## src/rtl/rv_fetch_pkg.sv

```systemverilog
// Shared constants and helpers for the RV32I instruction-fetch stage.
package rv_fetch_pkg;

    localparam logic [31:0] INSN_NOP = 32'h0000_0013;

    typedef enum logic [0:0] {
        StRun,
        StHalt
    } fetch_state_e;

    function automatic int unsigned clog2(input int unsigned value);
        int unsigned result;
        int unsigned rem;
        result = 0;
        rem = (value > 0) ? value - 1 : 0;
        while (rem > 0) begin
            result = result + 1;
            rem = rem >> 1;
        end
        return result;
    endfunction

endpackage

```

## src/rtl/rv_fetch_fifo.sv

```systemverilog
// Synchronous show-ahead FIFO for fetched entries; clear may coincide with a push,
// in which case the pushed word becomes the sole entry.
module rv_fetch_fifo
    import rv_fetch_pkg::*;
#(
    parameter int unsigned DEPTH = 4,
    parameter int unsigned WIDTH = 40,
    localparam int unsigned PTR_W = clog2(DEPTH),
    localparam int unsigned CNT_W = PTR_W + 1
) (
    input  logic             i_clk,
    input  logic             i_rst_n,
    input  logic             i_clear,
    input  logic             i_push,
    input  logic [WIDTH-1:0] i_data,
    input  logic             i_pop,
    output logic [WIDTH-1:0] o_data,
    output logic             o_empty,
    output logic [CNT_W-1:0] o_count
);

    logic [WIDTH-1:0] r_mem [DEPTH];
    logic [PTR_W-1:0] r_wptr;
    logic [PTR_W-1:0] r_rptr;
    logic [CNT_W-1:0] r_cnt;
    logic [PTR_W-1:0] w_wr_addr;
    logic             w_pop;
    logic             w_full;

    assign o_empty   = (r_cnt == '0);
    assign w_full    = (r_cnt == CNT_W'(DEPTH));
    assign o_count   = r_cnt;
    assign o_data    = r_mem[r_rptr];
    assign w_pop     = i_pop & ~o_empty;
    assign w_wr_addr = i_clear ? '0 : r_wptr;

    always_ff @(posedge i_clk) begin
        if (i_push) begin
            r_mem[w_wr_addr] <= i_data;
        end
    end

    always_ff @(posedge i_clk) begin
        if (!i_rst_n) begin
            r_wptr <= '0;
            r_rptr <= '0;
            r_cnt  <= '0;
        end else if (i_clear) begin
            r_rptr <= '0;
            r_wptr <= i_push ? PTR_W'(1) : '0;
            r_cnt  <= i_push ? CNT_W'(1) : '0;
        end else begin
            if (i_push) begin
                r_wptr <= r_wptr + PTR_W'(1);
            end
            if (w_pop) begin
                r_rptr <= r_rptr + PTR_W'(1);
            end
            if (i_push && !w_pop) begin
                r_cnt <= r_cnt + CNT_W'(1);
            end else if (!i_push && w_pop) begin
                r_cnt <= r_cnt - CNT_W'(1);
            end
        end
    end

    // Upstream credit accounting must never let a lone push hit a full FIFO.
    a_no_overflow : assert property (@(posedge i_clk) disable iff (!i_rst_n)
        !(i_push && !i_clear && !w_pop && w_full));

endmodule

```

## src/rtl/rv_fetch_stage.sv

```systemverilog
// RV32I IF stage: PC, credit-limited imem request/grant port, prefetch FIFO to decode.
// Optional FETCH_MISALIGN_EN: misaligned redirects emit a faulting NOP and halt fetch.
module rv_fetch_stage
    import rv_fetch_pkg::*;
#(
    parameter int unsigned     PC_W     = 8,
    parameter int unsigned     INSN_W   = 32,
    parameter int unsigned     DEPTH    = 4,
    parameter logic [PC_W-1:0] RESET_PC = '0
) (
    input  logic              clk,
    input  logic              rst_n,
    input  logic              redirect_valid,
    input  logic [PC_W-1:0]   redirect_pc,
    output logic              imem_req,
    output logic [PC_W-1:0]   imem_addr,
    input  logic              imem_gnt,
    input  logic              imem_rvalid,
    input  logic [INSN_W-1:0] imem_rdata,
    output logic              id_valid,
    input  logic              id_ready,
    output logic [INSN_W-1:0] id_instr,
    output logic [PC_W-1:0]   id_pc,
    output logic [PC_W-1:0]   id_pc_plus4,
    output logic              id_fault
);

    localparam int unsigned CNT_W = clog2(DEPTH) + 1;

    typedef struct packed {
        logic [INSN_W-1:0] instr;
        logic [PC_W-1:0]   pc;
`ifdef FETCH_MISALIGN_EN
        logic              fault;
`endif
    } entry_t;

    logic [PC_W-1:0]  r_fetch_pc;
    logic [PC_W-1:0]  r_resp_pc;
    logic [CNT_W-1:0] r_outstanding;
    logic [CNT_W-1:0] r_drop_cnt;
    logic [CNT_W-1:0] w_fifo_cnt;
    logic [CNT_W:0]   w_inflight;
    logic [PC_W-1:0]  w_redir_pc;
    logic             w_run;
    logic             w_misalign;
    logic             w_fire;
    logic             w_push;
    logic             w_pop;
    logic             w_empty;
    entry_t           w_push_entry;
    entry_t           w_head;

`ifdef FETCH_MISALIGN_EN
    fetch_state_e r_state;
    assign w_run      = (r_state == StRun);
    assign w_misalign = redirect_valid & (redirect_pc[1:0] != 2'b00);
    assign w_redir_pc = redirect_pc;
    assign id_fault   = w_head.fault;
`else
    assign w_run      = 1'b1;
    assign w_misalign = 1'b0;
    assign w_redir_pc = redirect_pc & ~PC_W'(3);
    assign id_fault   = 1'b0;
`endif

    // Credits: FIFO entries plus in-flight requests never exceed DEPTH.
    assign w_inflight = {1'b0, w_fifo_cnt} + {1'b0, r_outstanding};
    assign imem_req   = rst_n & w_run & ~redirect_valid & (w_inflight < (CNT_W + 1)'(DEPTH));
    assign imem_addr  = r_fetch_pc;
    assign w_fire     = imem_req & imem_gnt;

    assign w_push = redirect_valid ? w_misalign : (imem_rvalid & (r_drop_cnt == '0));
    assign w_pop  = id_valid & id_ready & ~redirect_valid;

    always_comb begin
        w_push_entry       = '0;
        w_push_entry.instr = imem_rdata;
        w_push_entry.pc    = r_resp_pc;
`ifdef FETCH_MISALIGN_EN
        if (w_misalign) begin
            w_push_entry.instr = INSN_W'(INSN_NOP);
            w_push_entry.pc    = redirect_pc;
            w_push_entry.fault = 1'b1;
        end
`endif
    end

    rv_fetch_fifo #(
        .DEPTH (DEPTH),
        .WIDTH ($bits(entry_t))
    ) u_fifo (
        .i_clk   (clk),
        .i_rst_n (rst_n),
        .i_clear (redirect_valid),
        .i_push  (w_push),
        .i_data  (w_push_entry),
        .i_pop   (w_pop),
        .o_data  (w_head),
        .o_empty (w_empty),
        .o_count (w_fifo_cnt)
    );

    assign id_valid    = ~w_empty;
    assign id_instr    = w_head.instr;
    assign id_pc       = w_head.pc;
    assign id_pc_plus4 = w_head.pc + PC_W'(4);

    always_ff @(posedge clk) begin
        if (!rst_n) begin
            r_fetch_pc    <= RESET_PC;
            r_resp_pc     <= RESET_PC;
            r_outstanding <= '0;
            r_drop_cnt    <= '0;
`ifdef FETCH_MISALIGN_EN
            r_state       <= StRun;
`endif
        end else if (redirect_valid) begin
            // Every word still in flight belongs to the abandoned path.
            r_fetch_pc    <= w_redir_pc;
            r_resp_pc     <= w_redir_pc;
            r_outstanding <= r_outstanding - CNT_W'(imem_rvalid);
            r_drop_cnt    <= r_outstanding - CNT_W'(imem_rvalid);
`ifdef FETCH_MISALIGN_EN
            r_state       <= w_misalign ? StHalt : StRun;
`endif
        end else begin
            if (w_fire) begin
                r_fetch_pc <= r_fetch_pc + PC_W'(4);
            end
            r_outstanding <= r_outstanding + CNT_W'(w_fire) - CNT_W'(imem_rvalid);
            if (imem_rvalid) begin
                if (r_drop_cnt != '0) begin
                    r_drop_cnt <= r_drop_cnt - CNT_W'(1);
                end else begin
                    r_resp_pc <= r_resp_pc + PC_W'(4);
                end
            end
        end
    end

endmodule

```

## config.mk

```make
export PLATFORM = sky130hd
export DESIGN_NAME = rv_fetch_stage
export DESIGN_NICKNAME = d
export VERILOG_FILES = /design/src/rtl/rv_fetch_pkg.sv /design/src/rtl/rv_fetch_fifo.sv /design/src/rtl/rv_fetch_stage.sv
export SDC_FILE = /design/constraint.sdc
export NUM_CORES = 1
export LEC_CHECK = 0
export ABC_CLOCK_PERIOD_IN_PS = 3600
export BUFFER_PORTS_ARGS = -buffer_cell sky130_fd_sc_hd__buf_4
export CORE_ASPECT_RATIO = 1.5
export CORE_MARGIN = 8
export CORE_UTILIZATION = 37
export DETAILED_ROUTE_END_ITERATION = 10
export RECOVER_POWER = 100
export SYNTH_ARGS = -nofsm -noshare
export SYNTH_HDL_FRONTEND = slang
export SYNTH_HIERARCHICAL = 1
export SYNTH_SLANG_ARGS = --single-unit
```

## constraint.sdc

```tcl
create_clock -name clk -period 3.6 [get_ports clk]
set_clock_uncertainty 0.15 [all_clocks]
set_input_delay 0.54 -clock clk [delete_from_list [all_inputs] [get_ports clk]]
set_output_delay 0.54 -clock clk [all_outputs]
set_load 0.01 [all_outputs]
```

After elaboration in Yosys (flattened, before gate mapping)
Memories as Yosys holds them, arrays and structs flattened. A register that Yosys moved wholly into a read port is not among the register bits. Index checks and enable logic that the tools add are counted.

Bits in registers: 29. RAM bits: 160. Input port bits: 46. Output and inout bits: 59. Logic and storage cells: 73. Memories kept: 1.

Add/sub/neg operators: 12. $lt $le $gt $ge: 1. Eq/ne operators: 1. Multiplexer cells: 22. Bitwise logic cells: 11. Reduce and logical (&&, ||, !) cells: 16.

Memories: u_fifo.r_mem (depth 4, width 40, rd ports 1, clocked after Yosys merged registers in 1, write ports 1, line rv_fetch_fifo.sv:22) `logic [WIDTH-1:0] r_mem [DEPTH];`.

Operators by type and width (number): 8-bit 2-to-1 mux (5); 8-bit by 3-bit adder with 8-bit output, second input constant (3); 3-bit 2-to-1 mux (7); 2-bit 2-to-1 mux (5); 2-bit nonzero test (4); 1-bit bitwise AND (7); 3-bit logical NOT (2); 2-bit AND reduction (3); 3-bit nonzero test (2); 3-bit by 1-bit subtractor with 3-bit output (2); 3-bit by 1-bit subtractor with 3-bit output, second input constant (2); 1-bit 2-to-1 mux (5); 2-bit by 1-bit adder with 2-bit output, second input constant (2); 3-bit by 3-bit adder with 4-bit output (1); 4-bit by 3-bit less-than comparator with 1-bit output, second input constant (1); 1-bit inverter (4); 3-bit by 1-bit adder with 3-bit output (1); 3-bit by 1-bit adder with 3-bit output, second input constant (1); 1-bit logical AND (2); 1-bit logical NOT (2); 2-bit inequality test, second input constant (1); 2-bit OR reduction (1).

Depth between registers and ports, before layout
Gate-level depths: netlist of the first run.

Depth in word-level cells: 9. Mapped depth: 12. Mapped depth without buffers: 12.

Modules after synthesis
Netlist of the first run, hierarchy kept.

Modules (own cells, without submodules): rv_fetch_fifo (times used 1, cells an instance 255, area an instance 6237.2 um^2, sequential area each 4984.8 um^2); rv_fetch_stage (times used 1, cells an instance 139, area an instance 1173.6 um^2, sequential area each 360.3 um^2).

Worst setup path after synthesis of the first run
No wires, ideal clock.

Kind: in2reg. From: in redirect_valid. To: mem u_fifo.r_mem[1][0], enable pin. Library setup time: 438 ps. Data arrival time: 3265 ps. Required time: 3012 ps. Slack: -253 ps. Cell stages on the path: 7. Buffers on the path: 2. Cells stage by stage: clkbuf_1 > inv_2 > clkbuf_1 > and2_1 > nor2b_1 > nand2_1 > nor2_1.

Cells in the longest elaborated chain, start to end: 3. Elaborated cells on any way between the ends: 4. Classes of those cells: 4 x mux.

RTL lines: from (decl) (line rv_fetch_stage.sv:13) `input logic redirect_valid,`; 1-bit 2-to-1 mux (line rv_fetch_stage.sv:73) `assign w_push = redirect_valid ? w_misalign : (imem_rvalid & (r_drop_cnt == '0));`; via w_push (line rv_fetch_stage.sv:48) `logic w_push;`; 1-bit 2-to-1 mux (line rv_fetch_fifo.sv:38) `if (i_push) begin`; 1-bit 2-to-1 mux (implied by the code) (line rv_fetch_fifo.sv:39) `r_mem[w_wr_addr] <= i_data;`; to (decl) (line rv_fetch_fifo.sv:22).

The timed path passes the listed nets, and every way through them passes these cells.

Worst setup path after layout of the first run
From: in redirect_valid. To: mem u_fifo.r_mem[0][23], enable pin.

The elaborated chain is that of the path after synthesis.

==> results of run 1 <==
[sequential cells by signal, indices dropped and copies added, names as in the netlist, named ones only]
| register | count |
|---|---|
| imem_addr | 6 |
| r_drop_cnt | 3 |
| r_outstanding | 3 |
| r_resp_pc | 6 |
| u_fifo/o_count | 3 |
| u_fifo/r_mem | 160 |
| u_fifo/r_rptr | 2 |
| u_fifo/r_wptr | 2 |
[report_power, final]
part | leakage [nW] | internal, mW | switching, mW | total (mW)
logic | 0.854 | 0.121 | 0.174 | 0.295
clock network | 0.269 | 1.02 | 0.747 | 1.76
registers | 1.67 | 2.41 | 0.0359 | 2.45
total | 2.80 | 3.55 | 0.957 | 4.51
[logic make-up after synthesis]
family,share of synthesized area (%)
DFF,72.1
and+or+nand+nor,4.52
muxes,12.3
AOI/OAI and AO/OA,2.90
buffers and inverters,2.94
xor gates and xnor gates,2.60
adders and majority gates,2.57
other,0.0506
[final timing paths]
check | depth (start not counted) | slack (ps) | from | end
max | 5 | 410 | redirect_valid | u_fifo/r_mem[0][23]$_DFFE_PP_
min reg2reg | 2 | 350 | imem_addr[3]$_SDFFE_PN0P_ | imem_addr[3]$_SDFFE_PN0P_
min | 1 | 220 | imem_rdata[14] | u_fifo/r_mem[2][22]$_DFFE_PP_
max reg2reg | 12 | 560 | u_fifo/o_count[2]$_SDFFE_PN0P_ | r_outstanding[2]$_SDFF_PN0_
[area by class of cell]
type / instances / area (sq um) / area share (%)
Sequential cell: 187 / 5350 / 61.9
Multi-Input combinational cell: 185 / 1890 / 21.8
Timing Repair Buffer: 105 / 473 / 5.47
Clock buffer: 20 / 437 / 5.05
Tap cell: 260 / 325 / 3.76
Clock inverter: 12 / 124 / 1.43
Inverter: 13 / 48.8 / 0.565
[cell usage after synthesis, drive strengths merged (4+ instances only)]
cell / number / area, sq um
edfxtp: 160 / 4800
mux4: 40 / 901
dfxtp: 27 / 541
buf: 15 / 154
a21oi: 14 / 70.1
xor2: 14 / 123
inv: 13 / 48.8
ha: 12 / 150
nand2: 12 / 45.0
o21ai: 12 / 60.1
nor2: 9 / 33.8
xnor2: 8 / 70.1
nand3: 7 / 35.0
and3: 6 / 38.8
and2: 5 / 31.3
clkbuf: 4 / 15.0
[worst max-delay path: cells and delay by family]
| kind | cells | cell delay (ps) |
|---|---|---|
| AOI/OAI and AO/OA | 1 | 180 |
| buffers and inverters | 3 | 1790 |
| and+or+nand+nor | 1 | 410 |
[stage by stage]
stage	hold slack, ps	total power, mW	util (%)	setup slack [ps]	std cells
6_report	222	4.51	43.9	406	782
5_1_grt	213	4.68	43.9	186	782
4_1_cts	138	4.62	45.8	347	782
3_5_place_dp	343	2.84	42.9	459	750
3_3_place_gp	336	2.83	42.9	476	750
2_1_floorplan	330	2.68	-	412	404
[per-layer routing]
metal	part of all wire (%)	vias up	wire length (um)
met1	38	1926	5380
met4	1.3	0	187
met5	0	-	0
li1	-	1771	-
met2	57	87	7980
met3	4.0	13	571
==> results.sh, run 1 <==
export IMPL_synth_edf_count=160
export IMPL_cts_buffers=17
export IMPL_async_reset_ff_share_pct=0
export IMPL_fmax_mhz=313
export IMPL_setup_tns_ps=0
export IMPL_finalSetupViolCount=0
export IMPL_worst_pin_slew_ps=1240
export IMPL_powerDensity_mw_per_mm2=521
export IMPL_drv_cap=0
export IMPL_synth_warnings=6
export IMPL_diodes=0
export IMPL_syn_area_sq_mm=0.00741
export IMPL_drc=0
export IMPL_cp_end_kind="flop"
export IMPL_finalHoldViolCount=0
export IMPL_start_util_pct=37.6
export IMPL_dr_first_iter_drc_count=156
export IMPL_slew_viol_final=0
export IMPL_syn_inst=394
export IMPL_grt_pass1_vias=4182
export IMPL_io_pin_count=105
export IMPL_area_delta_synth_final_pct=16.6
export IMPL_hp_class="in -> reg"
export IMPL_postLayoutCellArea_sq_mm=0.00864
export IMPL_postSynthAreaPerCell_sq_um=18.8
export IMPL_grt_max_degree=41
export IMPL_layout_drive_gt1_share_pct=17.8
export IMPL_slew_headroom_pct=17.1
export IMPL_post_dp_hpwl_um=9140
export IMPL_nets=569
export IMPL_grt_total_usage_pct=11.7
export IMPL_met2_usage_pct=22.3
export IMPL_cp_arrival_ps=2950
export IMPL_seq_area_frac_synth_pct=72.1
export IMPL_final_cell_mix="edfxtp_1, clkbuf_1, mux4_2"
export IMPL_finalCritPeriodShare_pct=88.7
export IMPL_worstPathRequired_ps=3360
export IMPL_clock_latency_ps=420
export IMPL_cts_max_level=4
export IMPL_synth_main_ff_cell="edfxtp_1"
export IMPL_synth_seq_cells=187
export IMPL_path_max_fanout=40
export IMPL_nFillCells=1822
export IMPL_p_leak_nw=2.80
export IMPL_grt_overflow_total=0
export IMPL_placed_area_sq_mm=0.00846
export IMPL_path_class="in -> reg"
export IMPL_peakVddDrop_mv=0.311
export IMPL_final_antenna_net_count=0
export IMPL_grt_pass1_wl_um=22400
export IMPL_core_area_sq_mm=0.0197
export IMPL_drt_total_wl_um=14100
export IMPL_die_h_um=189
export IMPL_grt_setup_unrepaired="false"
export IMPL_place_congestion=0.745
export IMPL_cts_root_buf="clkbuf_16"
export IMPL_cts_tree="yes"
export IMPL_synth_cell_types=44
export IMPL_die_area_sq_mm=0.0249
export IMPL_post_cts_buffers=0
export IMPL_wl_per_cell_um=18.1
export IMPL_crit_chain="clkbuf_1 > inv_1 > and2_0 > o21a_2 > clkbuf_2"
export IMPL_vias=3797
export IMPL_max_stage_delay_ps=680
export IMPL_gr_max_usage_layer="met2"
export IMPL_path_clk_slew_ps=60
export IMPL_rows=63
export IMPL_mostFrequentLayoutCell="edfxtp_1"
export IMPL_drt_pass1_iter_count=5
export IMPL_crit_path_top_delay_cell="clkbuf_2"
export IMPL_fin_crit_ps=3190
export IMPL_ctsHoldBuffers=0
export IMPL_clk_path_buf_depth=2
export IMPL_antenna_found_initial=0
export IMPL_grt_use_met3_pct=3.24
export IMPL_grt_met1_usage_pct=11.8
export IMPL_ctsResizeCount=0
export IMPL_status="finished, final reports clean"
export IMPL_cts_sinks=187
export IMPL_io_buffers=99
export IMPL_die_w_um=132
export IMPL_vias_per_cell=4.86
export IMPL_crit_path_start_kind="input port"
Power figures use the tool's default switching activity.
==> run 2, diff against run 1 <==
--- a/config.mk
+++ b/config.mk
@@ -5,7 +5,7 @@
 export SDC_FILE = /design/constraint.sdc
 export NUM_CORES = 1
 export LEC_CHECK = 0
-export ABC_CLOCK_PERIOD_IN_PS = 3600
+export ABC_CLOCK_PERIOD_IN_PS = 4100
 export BUFFER_PORTS_ARGS = -buffer_cell sky130_fd_sc_hd__buf_4
 export CORE_ASPECT_RATIO = 1.5
 export CORE_MARGIN = 8
@@ -14,5 +14,4 @@
 export RECOVER_POWER = 100
 export SYNTH_ARGS = -nofsm -noshare
 export SYNTH_HDL_FRONTEND = slang
-export SYNTH_HIERARCHICAL = 1
 export SYNTH_SLANG_ARGS = --single-unit
==> constraint.sdc (replaced) <==
create_clock -name clk -period 4.1 [get_ports clk]
set_clock_uncertainty 0.15 [all_clocks]
set_input_delay 0.615 -clock clk [delete_from_list [all_inputs] [get_ports clk]]
set_output_delay 0.615 -clock clk [all_outputs]
set_load 0.01 [all_outputs]
==> run 2 against run 1 <==
- clock power down 9%
- the run now ends with capacitance limit, slew limit left
- via count down 1.6%
- utilization up 0.39 points
- worst hold slack better by 62 ps
- die area down 3.5%
- area after synthesis down 3.8%
==> results.sh, run 2 <==
export IMPL_status="complete, but fails checks"
export IMPL_violations="capacitance limit, slew limit"
export IMPL_synth_main_ff_cell="edfxtp_1"
export IMPL_grt_pass1_vias=4052
export IMPL_vias_per_cell=4.87
export IMPL_min_to="r_resp_pc[2]$_SDFFE_PN0P_"
export IMPL_stdcell_count=768
export IMPL_finalCritPeriodShare_pct=86.0
export IMPL_setup_tns_ps=0
export IMPL_cts_root_buf="clkbuf_16"
export IMPL_post_cts_buffers=0
export IMPL_path_class="reg -> reg"
export IMPL_final_antenna_net_count=0
export IMPL_p_leak_nw=2.75
export IMPL_grt_total_usage_pct=12.2
export IMPL_final_cell_mix="edfxtp_1, clkbuf_1, mux4_2"
export IMPL_cp_end_kind="flop"
export IMPL_crit_path_start_kind="flop"
export IMPL_r2r_cells=12
export IMPL_wl_per_cell_um=18.1
export IMPL_cts_max_level=4
export IMPL_place_congestion=0.729
export IMPL_seq_area_frac_synth_pct=71.6
export IMPL_peakVddDrop_mv=0.214
export IMPL_io_buffers=95
export IMPL_synth_seq_cells=179
export IMPL_synth_edf_count=152
export IMPL_fmax_mhz=284
export IMPL_drv_cap=3
export IMPL_multi_input_area_sq_mm=0.00186
export IMPL_powerDensity_mw_per_mm2=476
export IMPL_synth_warnings=0
export IMPL_nFillCells=1732
export IMPL_yosysTopAreaCellShare_pct=64.1
export IMPL_clk_path_buf_depth=2
export IMPL_synth_most_common_cell="edfxtp_1"
export IMPL_grt_max_degree=28
export IMPL_hp_class="in -> reg"
export IMPL_dpl_cell_count=737
export IMPL_postSynthAreaPerCell_sq_um=18.1
export IMPL_nets=559
export IMPL_finalHoldViolCount=0
export IMPL_largest_register="u_fifo.r_mem"
export IMPL_ctsHoldBuffers=0
export IMPL_io_pin_count=105
export IMPL_slew_viol_final=42
export IMPL_clock_latency_ps=410
export IMPL_die_h_um=186
export IMPL_die_area_sq_mm=0.0240
export IMPL_worst_pin_slew_ps=1930
export IMPL_grt_setup_unrepaired="false"
export IMPL_fin_crit_ps=3520
export IMPL_diodes=0
export IMPL_finalSetupViolCount=0
export IMPL_drt_total_wl_um=13900
export IMPL_drc=0
export IMPL_mostFrequentLayoutCell="edfxtp_1"
export IMPL_rrSetupSlack_ps=580
export IMPL_dr_first_iter_drc_count=259
export IMPL_drt_pass1_iter_count=5
export IMPL_core_area_sq_mm=0.0190
export IMPL_vias=3737
export IMPL_grt_overflow_total=0
export IMPL_cts_tree="yes"
export IMPL_largest_reg_flops=152
export IMPL_r2r_start="u_fifo.o_count[2]$_SDFFE_PN0P_"
export IMPL_ctsResizeCount=0
export IMPL_rr_endpoint="r_outstanding[2]$_SDFF_PN0_"
export IMPL_slew_headroom_pct=-29.5
export IMPL_syn_inst=394
export IMPL_async_reset_ff_share_pct=0
export IMPL_layout_drive_gt1_share_pct=17.4
export IMPL_post_dp_hpwl_um=9130
export IMPL_cts_buffers=17
export IMPL_min_delay_start="redirect_pc[2]"
export IMPL_cts_sinks=179
export IMPL_ff_latch_area_sq_mm=0.00511
export IMPL_synth_cell_types=51
export IMPL_fin_util_pct=44.2
export IMPL_antenna_found_initial=0
export IMPL_start_util_pct=37.5
export IMPL_path_clk_slew_ps=70
export IMPL_area_delta_synth_final_pct=18.0
export IMPL_synth_commonest_cells="edfxtp_1, mux4_2, dfxtp_1, nand2_1, inv_1"
export IMPL_synth_area_top_cells="edfxtp_1, mux4_2, dfxtp_1"
export IMPL_syn_area_sq_mm=0.00713
export IMPL_rows=62
export IMPL_holdWs_ps=283
export IMPL_cp_arrival_ps=3680
export IMPL_die_w_um=129
export IMPL_worstPathRequired_ps=4260
export IMPL_grt_pass1_wl_um=21900
export IMPL_synth_top_cell_by_area="edfxtp_1"
export IMPL_path_max_fanout=6
export IMPL_worstHoldPathCells=2
run 2: cell count changes after synthesis, sizes merged, moves of 3 or more:
cell     previous run  this run
edfxtp            160       152
a21boi              0         3
o211a               1         6
nand2              12        27
a21oi              14         5
o21ai              12         5
xnor2               8        11
nor2                9        12
xor2               14         6
o2bb2ai             0         3
run 2: area by class of cell:
class,instances,share of cell area (%)
clock buffers,18,5.10
inverters,14,0.625
repair buffers,103,5.74
multi-input cells,185,22.1
flip-flops and latches,179,60.7
clock inverters,13,1.87
well taps,256,3.81
run 2: worst max-delay path by stage:
stage | startpoint | end | slack (ps) | depth (start not counted)
final | u_fifo.o_count[2]$_SDFFE_PN0P_ | r_outstanding[2]$_SDFF_PN0_ | 580 | 12
after global routing | u_fifo.o_count[2]$_SDFFE_PN0P_ | r_outstanding[2]$_SDFF_PN0_ | 360 | 12
after CTS | flop | id_instr[24] | 760 | 3
after detailed placement | u_fifo.o_count[2]$_SDFFE_PN0P_ | r_outstanding[2]$_SDFF_PN0_ | 830 | 12
after global placement | u_fifo.o_count[2]$_SDFFE_PN0P_ | r_outstanding[2]$_SDFF_PN0_ | 890 | 12
after floorplan | redirect_valid | u_fifo.r_mem[0][10]$_DFFE_PP_ | 480 | 2
run 2: logic make-up after synthesis:
kind of cell | Yosys count | share of synthesized area (%)
muxes | 38 | 12.1
buffers and inverters | 36 | 2.51
xor gates and xnor gates | 17 | 2.09
adders and majority gates | 13 | 2.49
other | 1 | 0.0526
AOI/OAI and AO/OA | 38 | 3.97
and+or+nand+nor | 72 | 5.18
DFF | 179 | 71.6
run 2: worst max-delay path, stage by stage (launching register included):
cell     delay (ps)
dfxtp_1         400
ha_1            280
nor4b_1         560
and3_1          360
inv_1           160
ha_1            300
inv_1            40
ha_1            180
fa_1            380
xor2_1          150
o21ai_0         200
xor2_1          100
and2_0          160
run 2: power breakdown:
group / internal [mW] / switching (mW) / total, mW / leakage, nW
registers: 2.03 / 0.0369 / 2.06 / 1.60
clock network: 0.955 / 0.658 / 1.61 / 0.282
logic: 0.142 / 0.187 / 0.328 / 0.872
total: 3.12 / 0.881 / 4.01 / 2.75
run 2: per-stage QoR:
stage,power [mW],setup slack [ps],area (sq um)
final,4.01,576,8410
after global routing,4.16,360,8410
after CTS,4.10,762,8760
after detailed placement,2.49,832,8170
after global placement,2.48,889,8170
after floorplan,2.32,479,7150
run 2: per-layer routing:
layer	track usage (%)	share of wire (%)	vias up
li1	-	-	1744
met3	3.21	4.2	17
met4	5.24	1.7	0
met2	21.9	54	68
met5	0	0	-
met1	13.3	40	1908
==> run 3, diff against run 2 <==
--- a/config.mk
+++ b/config.mk
@@ -5,6 +5,7 @@
 export SDC_FILE = /design/constraint.sdc
 export NUM_CORES = 1
 export LEC_CHECK = 0
+export ABC_AREA = 1
 export ABC_CLOCK_PERIOD_IN_PS = 4100
 export BUFFER_PORTS_ARGS = -buffer_cell sky130_fd_sc_hd__buf_4
 export CORE_ASPECT_RATIO = 1.5
==> run 3 against run 2 <==
- the flow now finishes without violations
- via count rose by 31%
- area after synthesis rose by 3.1%
- register-to-register slack better by 180 ps
==> results.sh, run 3 <==
export IMPL_synth_main_ff_cell="edfxtp_1"
export IMPL_drt_pass1_iter_count=4
export IMPL_cell_internal_pwr_mw=3.00
export IMPL_finalHoldViolCount=0
export IMPL_final_cell_mix="edfxtp_1, nor2_1, clkbuf_1"
export IMPL_async_reset_ff_share_pct=0
export IMPL_worst_pin_slew_ps=1330
export IMPL_synth_seq_cells=179
export IMPL_fin_crit_ps=3350
export IMPL_p_leak_nw=3.05
export IMPL_clk_path_buf_depth=2
export IMPL_yosysTopAreaCellShare_pct=62.1
export IMPL_rows=63
export IMPL_grt_setup_unrepaired="false"
export IMPL_dr_first_iter_drc_count=288
export IMPL_peakVddDrop_mv=0.211
export IMPL_grt_total_usage_pct=13.6
export IMPL_finalCritPeriodShare_pct=81.7
export IMPL_largest_reg_flops=152
export IMPL_cp_arrival_ps=3230
export IMPL_area_delta_synth_final_pct=16.3
export IMPL_synth_most_common_cell="edfxtp_1"
export IMPL_p_comb_share_pct=8.7
export IMPL_worstPathRequired_ps=3980
export IMPL_clock_latency_ps=420
export IMPL_syn_area_sq_mm=0.00735
export IMPL_setup_tns_ps=0
export IMPL_worstHoldPathCells=1
export IMPL_drt_total_wl_um=16200
export IMPL_finalSetupViolCount=0
export IMPL_antenna_found_initial=0
export IMPL_start_util_pct=37.4
export IMPL_ctsResizeCount=0
export IMPL_slew_headroom_pct=11.3
export IMPL_grt_max_degree=76
export IMPL_slew_viol_final=0
export IMPL_synth_area_top_cells="edfxtp_1, dfxtp_1, o21ai_0"
export IMPL_largest_register="u_fifo.r_mem"
export IMPL_path_max_fanout=34
export IMPL_drv_cap=0
export IMPL_place_congestion=0.793
export IMPL_synth_warnings=0
export IMPL_synth_edf_count=152
export IMPL_grt_overflow_total=0
export IMPL_ctsHoldBuffers=0
export IMPL_drc=0
export IMPL_path_clk_slew_ps=70
export IMPL_stdcell_count=1003
export IMPL_cp_end_kind="flop"
export IMPL_powerDensity_mw_per_mm2=463
export IMPL_synth_cell_types=31
export IMPL_fmax_mhz=299
export IMPL_io_buffers=95
export IMPL_cts_buffers=17
export IMPL_grt_pass1_wl_um=25700
export IMPL_die_h_um=189
export IMPL_final_antenna_net_count=0
export IMPL_layout_drive_gt1_share_pct=8.08
export IMPL_wl_per_cell_um=16.2
export IMPL_swShare_pct=24.1
export IMPL_cts_max_level=4
export IMPL_path_class="reg -> reg"
export IMPL_post_cts_buffers=0
export IMPL_status="finished, final reports clean"
export IMPL_post_dp_hpwl_um=10500
export IMPL_nets=789
export IMPL_mostFrequentLayoutCell="edfxtp_1"
export IMPL_r2r_cells=7
export IMPL_seq_area_frac_synth_pct=69.5
export IMPL_io_pin_count=105
export IMPL_die_w_um=131
export IMPL_clockPowerShare_pct=39.1
export IMPL_cts_sinks=179
export IMPL_syn_inst=634
export IMPL_vias=4911
export IMPL_vias_per_cell=4.90
export IMPL_p_switching_mw=0.953
export IMPL_seq_power_share_pct=52.2
export IMPL_cts_root_buf="clkbuf_16"
export IMPL_crit_path_start_kind="flop"
export IMPL_hp_class="in -> reg"
export IMPL_die_area_sq_mm=0.0247
export IMPL_diodes=0
export IMPL_synth_top_cell_by_area="edfxtp_1"
export IMPL_postSynthAreaPerCell_sq_um=11.6
export IMPL_core_area_sq_mm=0.0196
export IMPL_total_power_mw=3.95
export IMPL_cts_tree="yes"
export IMPL_synth_commonest_cells="edfxtp_1, nor2_1, nand2_1"
export IMPL_dpl_cell_count=971
export IMPL_grt_pass1_vias=5023
run 3: cell count changes in the layout (fill, tap and decap cells not counted), sizes merged, moves of 19 or more:
cell   previous run  this run
o21ai             5        78
a21oi             5        24
nor2             12        89
nand2            27        83
inv              17        52
o22ai             1        32
mux4             38         0
nand3             6        30
run 3: path summary, 6_finish.rpt:
path                            startpoint                             to  slack, ps
max             r_drop_cnt[0]$_SDFFE_PN0P_  u_fifo.r_mem[1][21]$_DFFE_PP_        750
min                         imem_rdata[12]  u_fifo.r_mem[3][20]$_DFFE_PP_        300
max reg2reg     r_drop_cnt[0]$_SDFFE_PN0P_  u_fifo.r_mem[1][21]$_DFFE_PP_        750
min reg2reg  u_fifo.r_wptr[0]$_SDFFE_PN0P_  u_fifo.r_wptr[0]$_SDFFE_PN0P_        320
run 3: per-stage QoR:
step	hold slack, ps	setup WS [ps]	cell area, sq um	utilization (%)
CTS	224	857	8920	45.4
floorplan	286	869	7370	-
detailed placement	309	944	8340	42.5
global placement	299	980	8340	42.5
global route	297	423	8550	43.5
finish	302	751	8550	43.5
run 3: layer usage:
metal | up-vias | global-route usage [%] | wire [um]
li1 | 2404 | - | -
met1 | 2370 | 15.1 | 6320
met2 | 120 | 24.0 | 8730
met3 | 17 | 3.11 | 921
met4 | 0 | 5.72 | 243
met5 | - | 0 | 0
run 3: cell type report:
type / count / area (sq um)
well taps: 260 / 325
repair buffers: 106 / 472
clock inverters: 15 / 146
inverters: 45 / 169
multi-input cells: 381 / 1900
clock buffers: 17 / 425
flip-flops and latches: 179 / 5100
fillers: 1843 / 11100
run 3: logic make-up after synthesis:
logic type / Yosys count / share of synthesized area (%)
xor+xnor: 11 / 1.31
simple gates: 211 / 11.8
other cells: 1 / 0.0510
flops: 179 / 69.5
fa+ha+maj: 13 / 2.42
compound gates: 139 / 10.1
buf+inv: 80 / 4.75
run 3: power groups by stage:
stage	Sequential, mW	Clock [mW]	Combinational [mW]
after CTS	2.06	1.58	0.402
after global placement	2.10	0	0.388
after global routing	2.07	1.64	0.391
after detailed placement	2.10	0	0.401
final	2.06	1.55	0.344
after floorplan	2.10	0	0.227
run 3: worst max-delay path: stages, from the launching register on:
cell,delay [ps]
dfxtp_1,310
inv_1,90
ha_1,170
nand3_1,80
nor2_1,420
inv_1,130
nor3_1,640
clkbuf_2,940
